[config.mk]
export PLATFORM = sky130hd
export DESIGN_NAME = jk_counter
export DESIGN_NICKNAME = d
export VERILOG_FILES = /design/src/rtl/jk_counter_pkg.sv /design/src/rtl/jk_bit.sv /design/src/rtl/jk_counter.sv
export SDC_FILE = /design/constraint.sdc
export NUM_CORES = 1
export LEC_CHECK = 0
export ABC_AREA = 1
export ABC_CLOCK_PERIOD_IN_PS = 3300
export CAP_MARGIN = 20
export CORE_AREA = 8 8 45 47
export CTS_CLUSTER_DIAMETER = 40
export CTS_CLUSTER_SIZE = 20
export DETAILED_ROUTE_END_ITERATION = 6
export DIE_AREA = 0 0 53 55
export SYNTH_ARGS = -nofsm -noshare
export SYNTH_HDL_FRONTEND = slang
export SYNTH_SLANG_ARGS = --single-unit
[constraint.sdc]
create_clock -name CLK -period 3.3 [get_ports CLK]
set_input_delay 0.825 -clock CLK [delete_from_list [all_inputs] [get_ports CLK]]
set_output_delay 0.825 -clock CLK [all_outputs]
set_load 0.05 [all_outputs]
[src/rtl/jk_counter_pkg.sv]
// Shared JK action encoding and J/K decode helpers for the jk_counter slice.
package jk_counter_pkg;

    typedef enum logic [1:0] {
        JK_HOLD,
        JK_SET,
        JK_CLEAR,
        JK_TOGGLE
    } jk_action_e;

    // {J, K} pairs driven into a jk_bit for each action.
    localparam logic [1:0] JK_IN_HOLD   = 2'b00;
    localparam logic [1:0] JK_IN_SET    = 2'b10;
    localparam logic [1:0] JK_IN_CLEAR  = 2'b01;
    localparam logic [1:0] JK_IN_TOGGLE = 2'b11;

    // Loads force each bit explicitly; counting only toggles the bits that change.
    function automatic jk_action_e jk_action(input logic load, input logic cur, input logic nxt);
        if (load)
            return nxt ? JK_SET : JK_CLEAR;
        return (cur != nxt) ? JK_TOGGLE : JK_HOLD;
    endfunction

    function automatic logic [1:0] jk_decode(input jk_action_e action);
        case (action)
            JK_SET:    return JK_IN_SET;
            JK_CLEAR:  return JK_IN_CLEAR;
            JK_TOGGLE: return JK_IN_TOGGLE;
            default:   return JK_IN_HOLD;
        endcase
    endfunction

endpackage

[src/rtl/jk_bit.sv]
// Single JK storage cell with asynchronous active-low reset.
module jk_bit
    import jk_counter_pkg::*;
(
    input  logic CLK,
    input  logic Reset_n,
    input  logic J,
    input  logic K,
    output logic Q
);

    // NOTE: sequential state uses non-blocking assignments so every flop samples pre-edge values.
    always_ff @(posedge CLK or negedge Reset_n) begin
        if (!Reset_n) begin
            Q <= 1'b0;
        end else begin
            case ({J, K})
                JK_IN_SET:    Q <= 1'b1;
                JK_IN_CLEAR:  Q <= 1'b0;
                JK_IN_TOGGLE: Q <= ~Q;
                default:      Q <= Q;
            endcase
        end
    end

endmodule

[src/rtl/jk_counter.sv]
// Modulo up/down counter with parallel load, built from WIDTH JK cells.
module jk_counter
    import jk_counter_pkg::*;
#(
    parameter int WIDTH   = 4,
    parameter int MODULUS = 2 ** WIDTH
) (
    input  logic             CLK,
    input  logic             Reset_n,
    input  logic             En,
    input  logic             Up,
    input  logic             Load,
    input  logic [WIDTH-1:0] D,
    output logic [WIDTH-1:0] Q,
    output logic             TC,
    output logic             Wrap
);

    localparam logic [WIDTH-1:0] Q_MAX   = WIDTH'(MODULUS - 1);
    localparam logic [WIDTH:0]   MOD_EXT = (WIDTH + 1)'(MODULUS);

    logic [WIDTH-1:0] q_next;
    logic [1:0]       jk_vec [WIDTH];

    // NOTE: q_next gets a default before any branch so no latch is inferred.
    always_comb begin
        q_next = Q;
        if (Load) begin
            q_next = ({1'b0, D} >= MOD_EXT) ? Q_MAX : D;
        end else if (En) begin
            if (Up)
                q_next = (Q == Q_MAX) ? '0 : Q + 1'b1;
            else
                q_next = (Q == '0) ? Q_MAX : Q - 1'b1;
        end
    end

    always_comb begin
        jk_vec = '{default: JK_IN_HOLD};
        for (int i = 0; i < WIDTH; i++)
            jk_vec[i] = jk_decode(jk_action(Load, Q[i], q_next[i]));
    end

    for (genvar i = 0; i < WIDTH; i++) begin : g_bit
        jk_bit u_jk_bit (
            .CLK     (CLK),
            .Reset_n (Reset_n),
            .J       (jk_vec[i][1]),
            .K       (jk_vec[i][0]),
            .Q       (Q[i])
        );
    end

    assign TC = En & ~Load & (Up ? (Q == Q_MAX) : (Q == '0));

    always_ff @(posedge CLK or negedge Reset_n) begin
        if (!Reset_n)
            Wrap <= 1'b0;
        else
            Wrap <= TC;
    end

endmodule

# Yosys cells after proc, flatten, opt, wreduce, memory -nomap -nowiden
# Index checks and enable logic that the tools add are counted.
[word_totals]
reg_bits = 5
inputBits = 9
output_inout_bits = 6
wordCells = 79
[op_classes]
n_addsub = 2
n_eq_ne = 29
muxes = 31
bitwise_logic = 7
n_reduce_logical = 5
[ops]
columns = ["op", "n"]
rows = [
  ["2-bit equality test (second input constant)", 16],
  ["2-bit 2-to-1 mux", 16],
  ["2-bit case mux with 3 select lines", 4],
  ["4-bit 2-to-1 mux", 5],
  ["2-bit by 1-bit equality test with 1-bit output (second input constant)", 8],
  ["1-bit case mux with 3 select lines", 4],
  ["3-bit nonzero test", 4],
  ["1-bit NOT", 5],
  ["4-bit by 1-bit adder with 4-bit output (second input constant)", 1],
  ["4-bit equality test (second input constant)", 1],
  ["4-bit zero test", 1],
  ["1-bit != test", 4],
  ["4-bit by 1-bit subtractor with 4-bit output (second input constant)", 1],
  ["1-bit AND", 2],
  ["1-bit 2-to-1 mux", 2],
]

# Depth between registers and ports, before layout
# Gate-level depths: netlist (run 1).
[depth]
word_depth = 12
depth_mapped = 8
mapped_depth_nobuf = 8

# Hierarchy
# Synthesis (run 1) repeated with hierarchy kept, for this count alone.
[unflattened]
hier_cells = 74
hier_area_um2 = 450.4
[by_module_without_submodules]
columns = ["module", "instances", "cells_each", "area_each_um2", "seq_area_each_um2"]
rows = [
  ["jk_counter", 1, 50, 275.3, 25.0],
  ["jk_bit", 4, 6, 43.8, 25.0],
]

# Worst setup path after synthesis (run 1)
# Ideal clock, no wire load.
[synth_timing]
path_type = "input to output"
startpoint = "in Up"
endpoint = "out TC"
t_arrival_ns = 1.799
required_time_ns = 2.475
path_slack_ns = 0.676
stages = 3
path_buffers = 0
cell_sequence = "inv_1 > nand3_1 > a211oi_2"
[synth_between]
elab_chain_len = 2
[synth_lines]
columns = ["element", "line", "rtl"]
rows = [
  ["start, declared", "jk_counter.sv:11", "input logic Up,"],
  ["1-bit 2-to-1 mux", "jk_counter.sv:54", "assign TC = En & ~Load & (Up ? (Q == Q_MAX) : (Q == '0));"],
  ["1-bit AND", "jk_counter.sv:54", ""],
  ["end, declared", "jk_counter.sv:15", "output logic TC,"],
]
# No other way between the ends.

# Final worst setup path (run 1)
# Same ends and word-level chain as after synthesis.

==> results of run 1 <==
-- sequential cells by signal (all words and copies together) (netlist names) --
register	count
Wrap	1
g_bit.u_jk_bit.Q	4
-- final timing paths --
path | start | to | slack (ps) | depth (start not counted)
min in group asynchronous | Reset_n | g_bit[2].u_jk_bit.Q$_DFFE_PN0P_ | 800 | 1
worst min-delay path | g_bit[0].u_jk_bit.Q$_DFFE_PN0P_ | g_bit[0].u_jk_bit.Q$_DFFE_PN0P_ | 700 | 3
worst max-delay path | Up | TC | 310 | 6
max in group asynchronous | Reset_n | g_bit[3].u_jk_bit.Q$_DFFE_PN0P_ | 2320 | 1
worst max register to register | g_bit[1].u_jk_bit.Q$_DFFE_PN0P_ | Wrap$_DFF_PN0_ | 1930 | 5
worst min register to register | g_bit[0].u_jk_bit.Q$_DFFE_PN0P_ | g_bit[0].u_jk_bit.Q$_DFFE_PN0P_ | 700 | 3
-- per-layer routing --
metal | global-route usage, % | up-vias | wire (um)
li1 | - | 209 | -
met1 | 9.09 | 163 | 484
met2 | 9.96 | 15 | 409
met3 | 4.01 | 0 | 102
met4 | 2.59 | 0 | 0
met5 | 0 | - | 0
-- power by group through the flow --
| stage | clock [uW] | combinational, uW | sequential [uW] |
|---|---|---|---|
| floorplan | 0 | 62.6 | 76.0 |
| global placement | 0 | 86.4 | 78.8 |
| detailed placement | 0 | 86.0 | 78.7 |
| CTS | 72.9 | 86.6 | 77.9 |
| global route | 78.4 | 92.8 | 79.0 |
| finish | 70.0 | 86.1 | 77.6 |
-- through the flow --
stage	instance area, sq um	utilization (%)
4_1_cts	563	40.7
5_1_grt	563	40.7
3_3_place_gp	537	38.8
2_1_floorplan	394	-
3_5_place_dp	537	38.8
6_report	563	40.7
-- cell type report --
type                       instances  area [sq um]
inverter                           8          30.0
clock buffer                       4          26.3
tap                               16          20.0
multi-input combinational         38           204
fill                             150           821
sequential                         5           125
timing repair buffer              15           158
-- layout by cell type (no fill, tap or decap), drive strengths merged --
cell           netlist  routed
a211oi               1       1
nand2               14      14
nor2                 2       2
ha                   2       2
o211ai               1       1
inv                  8       8
a22oi                1       1
xor2                 1       1
o21ai                2       2
clkdlybuf4s50        0      13
dfrtp                5       5
buf                  5       2
nand3                6       6
a21oi                6       6
nand4                2       2
clkbuf               0       4
-- kinds of logic (layout without fill, tap and decap cells) --
logic type                 after synthesis  count (layout)  share of synthesized area, %
AOI/OAI and AO/OA                       11              11                          17.1
xor gates and xnor gates                 1               1                          2.22
adders and majority gates                2               2                          6.35
buffers and inverters                   13              27                          16.5
DFF                                      5               5                          31.7
and+or+nand+nor                         24              24                          26.0
-- worst register-to-register path: cells and delay by family (launching register included) --
kind / cells / cell delay, ps
compound gates: 1 / 300
simple gates: 2 / 230
fa+ha+maj: 1 / 210
buf+inv: 1 / 60
flops: 1 / 440
==> reports/qor.yml, run 1 <==
run_status:
  status: "finished, final reports clean"
layout:
  diodes: 0
  final_cells: 86
  synthToLayoutAreaGrowth_pct: 42.9
  fin_nets: 82
  drive_above_1_share_pct: 8.57
clocking:
  cts_buffers: 3
  htreeDepth: 1
  cts_sinks: 5
  clk_latency_ps: 240
  ctsHoldBuffers: 0
  post-cts-setup-buffer-count: 0
  root_buffer: "clkbuf_4"
  path_clk_slew_ps: 40
  cts_resized: 0
  ctsLongestPathBuffers: 2
  cts_tree: "yes"
detailed_routing:
  vias: 387
  dr.first_iter.drc_count: 6
  drc: 0
  vias_per_cell: 4.50
  detail-route-antenna-nets: 0
  routed_wl_um: 995
  routedWlPerCell_um: 11.6
  first_pass_iters: 4
logic_synthesis:
  seq_area_frac_synth_pct: 31.7
  synth_top_flop_cell: "dfrtp_1"
  yosysUniqueCellTypes: 16
  synth_nets: 67
  synth_commonest_cells: "14 x nand2_1, 8 x inv_1, 6 x a21oi_1, 6 x nand3_1, 5 x dfrtp_1"
  avgSynthCellArea_sq_um: 7.04
  yosys-top-cells-area: "dfrtp_1 32%, nand2_1 13%, a21oi_1 7.6%, nand3_1 7.6%, buf_4 7.6%"
  async_flop_share_pct: 100
  yosysTopAreaCell: "dfrtp_1"
  synth_most_common_cell: "nand2_1"
  yosys.area.top_type_share_pct: 31.7
  syn_area_sq_um: 394
  synth_edf_count: 0
  ys_warn_count: 0
  netlist_instances: 56
  ys_ff_latch: 5
sta:
  finalHoldViolations: 0
  hold_ws_ps: 699
  period_needed_ps: 2990
  finalSetupTns_ps: 0
  timing.fmax_mhz: 334
  finClkSkew_ps: 2.25
  setup_violations: 0
  relSlewSlack_pct: 66.5
  slew_violations: 0
  fin_ws_ps: 305
  rsz0062_at_grt: "false"
  fin_crit_sh_pct: 90.7
  max_slew.worst_pin.slew_ps: 501
power_and_ir_drop:
  clkPwrFrac_pct: 30.0
  combinationalPowerShare_pct: 36.8
  p_int_uw: 147
  pwr-share-seq_pct: 33.2
  swShare_pct: 36.9
  p_per_area_nw_per_um2: 415
  power_uw: 234
  p_leak_uw: 0.000265
  p_sw_uw: 86.3
  ir_drop_mv: 0.299
floorplanning:
  core_sq_um: 1380
  rows: 14
  die_y_um: 55
  floorplan.initialDensity_pct: 28.5
  dieWidth_um: 53
  die_area_sq_um: 2920
  io_pins: 15
setup_path:
  max_stage_delay_ps: 530
  cp.arrival_ps: 2170
  start_kind: "input port"
  crit_fanout: 5
  cpMostUsedCell: "inv_1"
  cp-end-kind: "output port"
  critPathBufInv: 4
  required_ps: 2470
  worstPathCellList: "clkdlybuf4s50_1 > inv_1 > nor2_1 > inv_1 > a211oi_2 > buf_12"
  crit_type: "input port to output port"
  cp_slowest_cell: "clkdlybuf4s50_1"
  critical_path.top_delay_family: "buffers and inverters"
placement:
  hpwl_um: 794
  pre_cts_ws_ps: 309
  post-place-cells: 82
  placement.io_buffers: 14
  gp_congestion: 0.853
global_route:
  grt_max_degree: 9
  antenna_found_initial: 0
  grt_pass1_vias: 350
  grt_pass1_wl_mm: 1.49
  grt_overflow: 0
  grt_use_total_pct: 7.19
min_path:
  min_path_type: "flop to flop"
run:
  maxCapViolations: 0
Power figures use the tool's default switching activity.
==> run 2, diff against run 1 <==
- ABC_CLOCK_PERIOD_IN_PS: 3300 -> 3570
- CORE_AREA: 8 8 45 47 -> 2 2 39 41
- DIE_AREA: 0 0 53 55 -> 0 0 41 43
- clock period: 3.3 -> 3.57 ns (I/O delays scaled with it)
==> run 2 against run 1 <==
Clock power fell by 7.6%. Via count increased by 2.3%. Clock skew about the same. Largest power group unchanged. Utilization down 0.54 points. Largest cell class unchanged. Critical path type unchanged.
==> reports/qor.yml, run 2 (synthesis results as in run 1) <==
power_and_ir_drop:
  pwr-share-seq_pct: 33.4
  p_per_area_nw_per_um2: 385
  p_int_uw: 135
  ir_drop_mv: 0.274
  swShare_pct: 36.6
  clkPwrFrac_pct: 30.2
  p_sw_uw: 78.3
  p_leak_uw: 0.000260
  combinationalPowerShare_pct: 36.3
layout:
  fin_area_sq_um: 556
  largest_register_ffs: 4
  top_regs: "g_bit.u_jk_bit.Q: 4 flops, Wrap: 1 flops"
  mostFrequentLayoutCell: "nand2_1"
  fillers: 156
  diodes: 0
  fin_nets: 81
  drive_above_1_share_pct: 7.25
  regMostFlops: "g_bit.u_jk_bit.Q"
  final_cell_mix: "14 x nand2_1, 13 x clkdlybuf4s50_1, 8 x inv_1, 6 x nand3_1, 6 x a21oi_1"
  final_cells: 85
  synthToLayoutAreaGrowth_pct: 41.0
global_route:
  grt_pass1_wl_mm: 1.38
  grt_use_total_pct: 12.2
  antenna_found_initial: 0
  grt_pass1_vias: 351
  grt_max_degree: 10
  grt_overflow: 0
placement:
  gp_congestion: 0.739
  placed_cell_area_sq_um: 529
  placement.io_buffers: 14
  pre_cts_ws_ps: 461
  hpwl_um: 719
  post-place-cells: 81
setup_path:
  worstPathCellList: "clkdlybuf4s50_1 > inv_1 > nor2_1 > inv_1 > a211oi_2 > buf_12"
  cp_slowest_cell: "clkdlybuf4s50_1"
  crit_fanout: 5
  crit_type: "input port to output port"
  required_ps: 2680
  cp-end-kind: "output port"
  cp.arrival_ps: 2210
  start_kind: "input port"
  cpMostUsedCell: "inv_1"
  max_stage_delay_ps: 520
  r2r_cells: 8
sta:
  fin_ws_ps: 467
  timing.fmax_mhz: 322
  finClkSkew_ps: 1.76
  fin_crit_sh_pct: 86.9
  slew_violations: 0
  relSlewSlack_pct: 67.0
  setup_violations: 0
  finalHoldViolations: 0
  max_slew.worst_pin.slew_ps: 493
  hold_ws_ps: 705
  finalSetupTns_ps: 0
  period_needed_ps: 3100
  rsz0062_at_grt: "false"
detailed_routing:
  vias_per_cell: 4.66
  dr.first_iter.drc_count: 2
  routed_wl_um: 874
  routedWlPerCell_um: 10.3
  detail-route-antenna-nets: 0
  first_pass_iters: 2
  vias: 396
  drc: 0
clocking:
  ctsLongestPathBuffers: 2
  cts_tree: "yes"
  cts_sinks: 5
  cts_buffers: 3
  htreeDepth: 1
  root_buffer: "clkbuf_4"
  post-cts-setup-buffer-count: 0
  clk_latency_ps: 240
  path_clk_slew_ps: 40
  ctsHoldBuffers: 0
  cts_resized: 0
floorplanning:
  core_sq_um: 1380
  die_y_um: 43
  die_area_sq_um: 1760
  io_pins: 15
  rows: 14
  floorplan.initialDensity_pct: 28.5
  dieWidth_um: 41
run_status:
  status: "finished, final reports clean"
min_path:
  whs_path_depth: 3
  min_path_type: "flop to flop"
run:
  maxCapViolations: 0
==> run 2: final timing paths <==
kind,from,to,slack [ps]
min in group asynchronous,Reset_n,g_bit[3].u_jk_bit.Q$_DFFE_PN0P_,870
max in group asynchronous,Reset_n,Wrap$_DFF_PN0_,2500
min,g_bit[0].u_jk_bit.Q$_DFFE_PN0P_,g_bit[0].u_jk_bit.Q$_DFFE_PN0P_,700
min reg2reg,g_bit[0].u_jk_bit.Q$_DFFE_PN0P_,g_bit[0].u_jk_bit.Q$_DFFE_PN0P_,700
max reg2reg,g_bit[0].u_jk_bit.Q$_DFFE_PN0P_,g_bit[3].u_jk_bit.Q$_DFFE_PN0P_,2190
max,Up,TC,470
==> run 2: per-layer routing <==
layer / up-vias / part of all wire (%) / global-route usage, %
met4: 0 / 0 / 2.00
met1: 174 / 44 / 12.9
li1: 206 / - / -
met3: 0 / 11 / 8.38
met5: - / 0 / 0
met2: 16 / 45 / 19.4
==> run 2: critical path: cells and delay by family <==
family / cells / cell delay, ps
buffers and inverters: 4 / 870
AOI/OAI and AO/OA: 1 / 290
and+or+nand+nor: 1 / 150
==> run 2: per-stage QoR <==
stage	utilization [%]	total power, uW
2_1_floorplan	-	128
4_1_cts	40.1	218
3_3_place_gp	38.2	151
3_5_place_dp	38.2	150
5_1_grt	40.1	229
6_report	40.1	214
==> run 2: cell type report <==
type                       instances  area [sq um]  share of cell area, %
clock buffer                       4          26.3                   4.73
inverter                           8          30.0                   5.41
multi-input combinational         38           204                   36.7
sequential                         5           125                   22.5
timing repair buffer              14           150                   27.0
tap                               16          20.0                   3.60
==> run 2: power groups by stage <==
stage                     Clock, uW  Combinational (uW)  Sequential, uW
after floorplan                   0                57.9            70.3
after global placement            0                78.1            72.6
after detailed placement          0                78.0            72.3
after CTS                      67.5                78.5            71.6
after global routing           71.6                85.1            72.7
final                          64.7                77.7            71.5
==> run 3, diff against run 2 <==
- ABC_CLOCK_PERIOD_IN_PS: 3570 -> 3100
- clock period: 3.57 -> 3.1 ns (I/O delays scaled with it)
==> run 3 against run 2 <==
Critical path depth unchanged. Register-to-register slack worse by 460 ps. Sequential power up 15%. Flip-flop and latch count unchanged. Via count up 0.25%. Utilization up 0.54 points. Die area unchanged. Cell area up 1.4%. Hold slack better by 11 ps. Critical path type unchanged. Highest routed layer unchanged.
==> reports/qor.yml, run 3 (synthesis results as in run 1) <==
sta:
  period_needed_ps: 2860
  setup_violations: 0
  finClkSkew_ps: 1.10
  relSlewSlack_pct: 66.7
  finalHoldViolations: 0
  rsz0062_at_grt: "false"
  fin_crit_sh_pct: 92.3
  timing.fmax_mhz: 350
  slew_violations: 0
  max_slew.worst_pin.slew_ps: 498
  finalSetupTns_ps: 0
global_route:
  antenna_found_initial: 0
  grt_max_degree: 9
  grt_pass1_vias: 384
  grt_pass1_wl_mm: 1.59
  grt_use_total_pct: 13.7
  grt_overflow: 0
placement:
  post-place-cells: 82
  gp_congestion: 0.741
  placement.io_buffers: 14
  hpwl_um: 742
power_and_ir_drop:
  ir_drop_mv: 0.326
  p_per_area_nw_per_um2: 440
  p_leak_uw: 0.000265
setup_path:
  cp-end-kind: "output port"
  crit_fanout: 5
  critical_path.top_delay_family: "buffers and inverters"
  crit_type: "input port to output port"
  cp_slowest_cell: "clkdlybuf4s50_1"
  start_kind: "input port"
  critPathBufInv: 4
  required_ps: 2320
  reg2reg_slack_ps: 1730
  max_stage_delay_ps: 520
  cpMostUsedCell: "inv_1"
  cp.arrival_ps: 2080
  worstPathCellList: "clkdlybuf4s50_1 > inv_1 > nor2_1 > inv_1 > a211oi_2 > buf_12"
clocking:
  cts_resized: 0
  post-cts-setup-buffer-count: 0
  cts_tree: "yes"
  cts_sinks: 5
  clk_latency_ps: 240
  root_buffer: "clkbuf_4"
  cts_buffers: 3
  ctsHoldBuffers: 0
  htreeDepth: 1
  ctsLongestPathBuffers: 2
  path_clk_slew_ps: 40
floorplanning:
  die_area_sq_um: 1760
  core_sq_um: 1380
  io_pins: 15
  dieWidth_um: 41
  floorplan.initialDensity_pct: 28.5
  rows: 14
  die_y_um: 43
detailed_routing:
  drc: 0
  routedWlPerCell_um: 10.4
  dr.first_iter.drc_count: 8
  vias_per_cell: 4.62
  vias: 397
  detail-route-antenna-nets: 0
  first_pass_iters: 4
  routed_wl_um: 898
layout:
  fillers: 146
  fin_nets: 82
  regArea_sq_um: 125
  top_regs: "g_bit.u_jk_bit.Q: 4 flops, Wrap: 1 flops"
  multi_input_area_sq_um: 204
  final_cells: 86
  final_cell_mix: "14 x nand2_1, 13 x clkdlybuf4s50_1, 8 x inv_1, 6 x nand3_1, 6 x a21oi_1"
  synthToLayoutAreaGrowth_pct: 42.9
  largest_register_ffs: 4
  mostFrequentLayoutCell: "nand2_1"
  regMostFlops: "g_bit.u_jk_bit.Q"
  diodes: 0
  drive_above_1_share_pct: 8.57
run:
  maxCapViolations: 0
run_status:
  status: "finished, final reports clean"
min_path:
  min_path_type: "flop to flop"
==> run 3: cell count changes in the layout (fill, tap and decap cells not counted) <==
cell / change
buf_4: +1
==> run 3: worst min-delay path, stage by stage, from the launching register on <==
cell	delay, ps
dfrtp_1	430
o211ai_1	140
nand2_1	70
nand2_1	40
==> run 3: layout make-up <==
type	instances	share of cell area (%)
Multi-Input combinational cell	38	36.2
Sequential cell	5	22.2
Timing Repair Buffer	15	28.0
Inverter	8	5.33
Clock buffer	4	4.67
Tap cell	16	3.56
==> run 3: final timing paths <==
check	start	end	cells past startpoint
setup / recovery	Up	TC	6
hold / removal	g_bit[0].u_jk_bit.Q$_DFFE_PN0P_	g_bit[0].u_jk_bit.Q$_DFFE_PN0P_	3
setup reg to reg	g_bit[0].u_jk_bit.Q$_DFFE_PN0P_	g_bit[3].u_jk_bit.Q$_DFFE_PN0P_	8
hold reg to reg	g_bit[0].u_jk_bit.Q$_DFFE_PN0P_	g_bit[0].u_jk_bit.Q$_DFFE_PN0P_	3
max in group asynchronous	Reset_n	g_bit[1].u_jk_bit.Q$_DFFE_PN0P_	1
min in group asynchronous	Reset_n	g_bit[3].u_jk_bit.Q$_DFFE_PN0P_	1
==> run 3: power by group <==
part / leakage, uW / internal [uW] / total (uW) / switching, uW
sequential: 0.0000611 / 71.8 / 82.3 / 10.5
combinational: 0.000189 / 36.3 / 90.9 / 54.5
clock: 0.0000150 / 48.6 / 74.4 / 25.8
==> run 3: stage by stage <==
stage	hold slack (ps)	setup slack, ps	area [sq um]	power (uW)	utilization (%)
2_1_floorplan	479	576	394	148	-
3_3_place_gp	698	272	537	175	38.8
3_5_place_dp	711	234	537	175	38.8
4_1_cts	720	228	563	252	40.7
5_1_grt	761	106	563	269	40.7
6_report	716	240	563	248	40.7
==> run 3: metal layers <==
layer	track usage (%)	part of all wire, %
met1	18.2	45
met2	19.4	46
met3	9.42	9.5
met4	0	0
met5	0	0
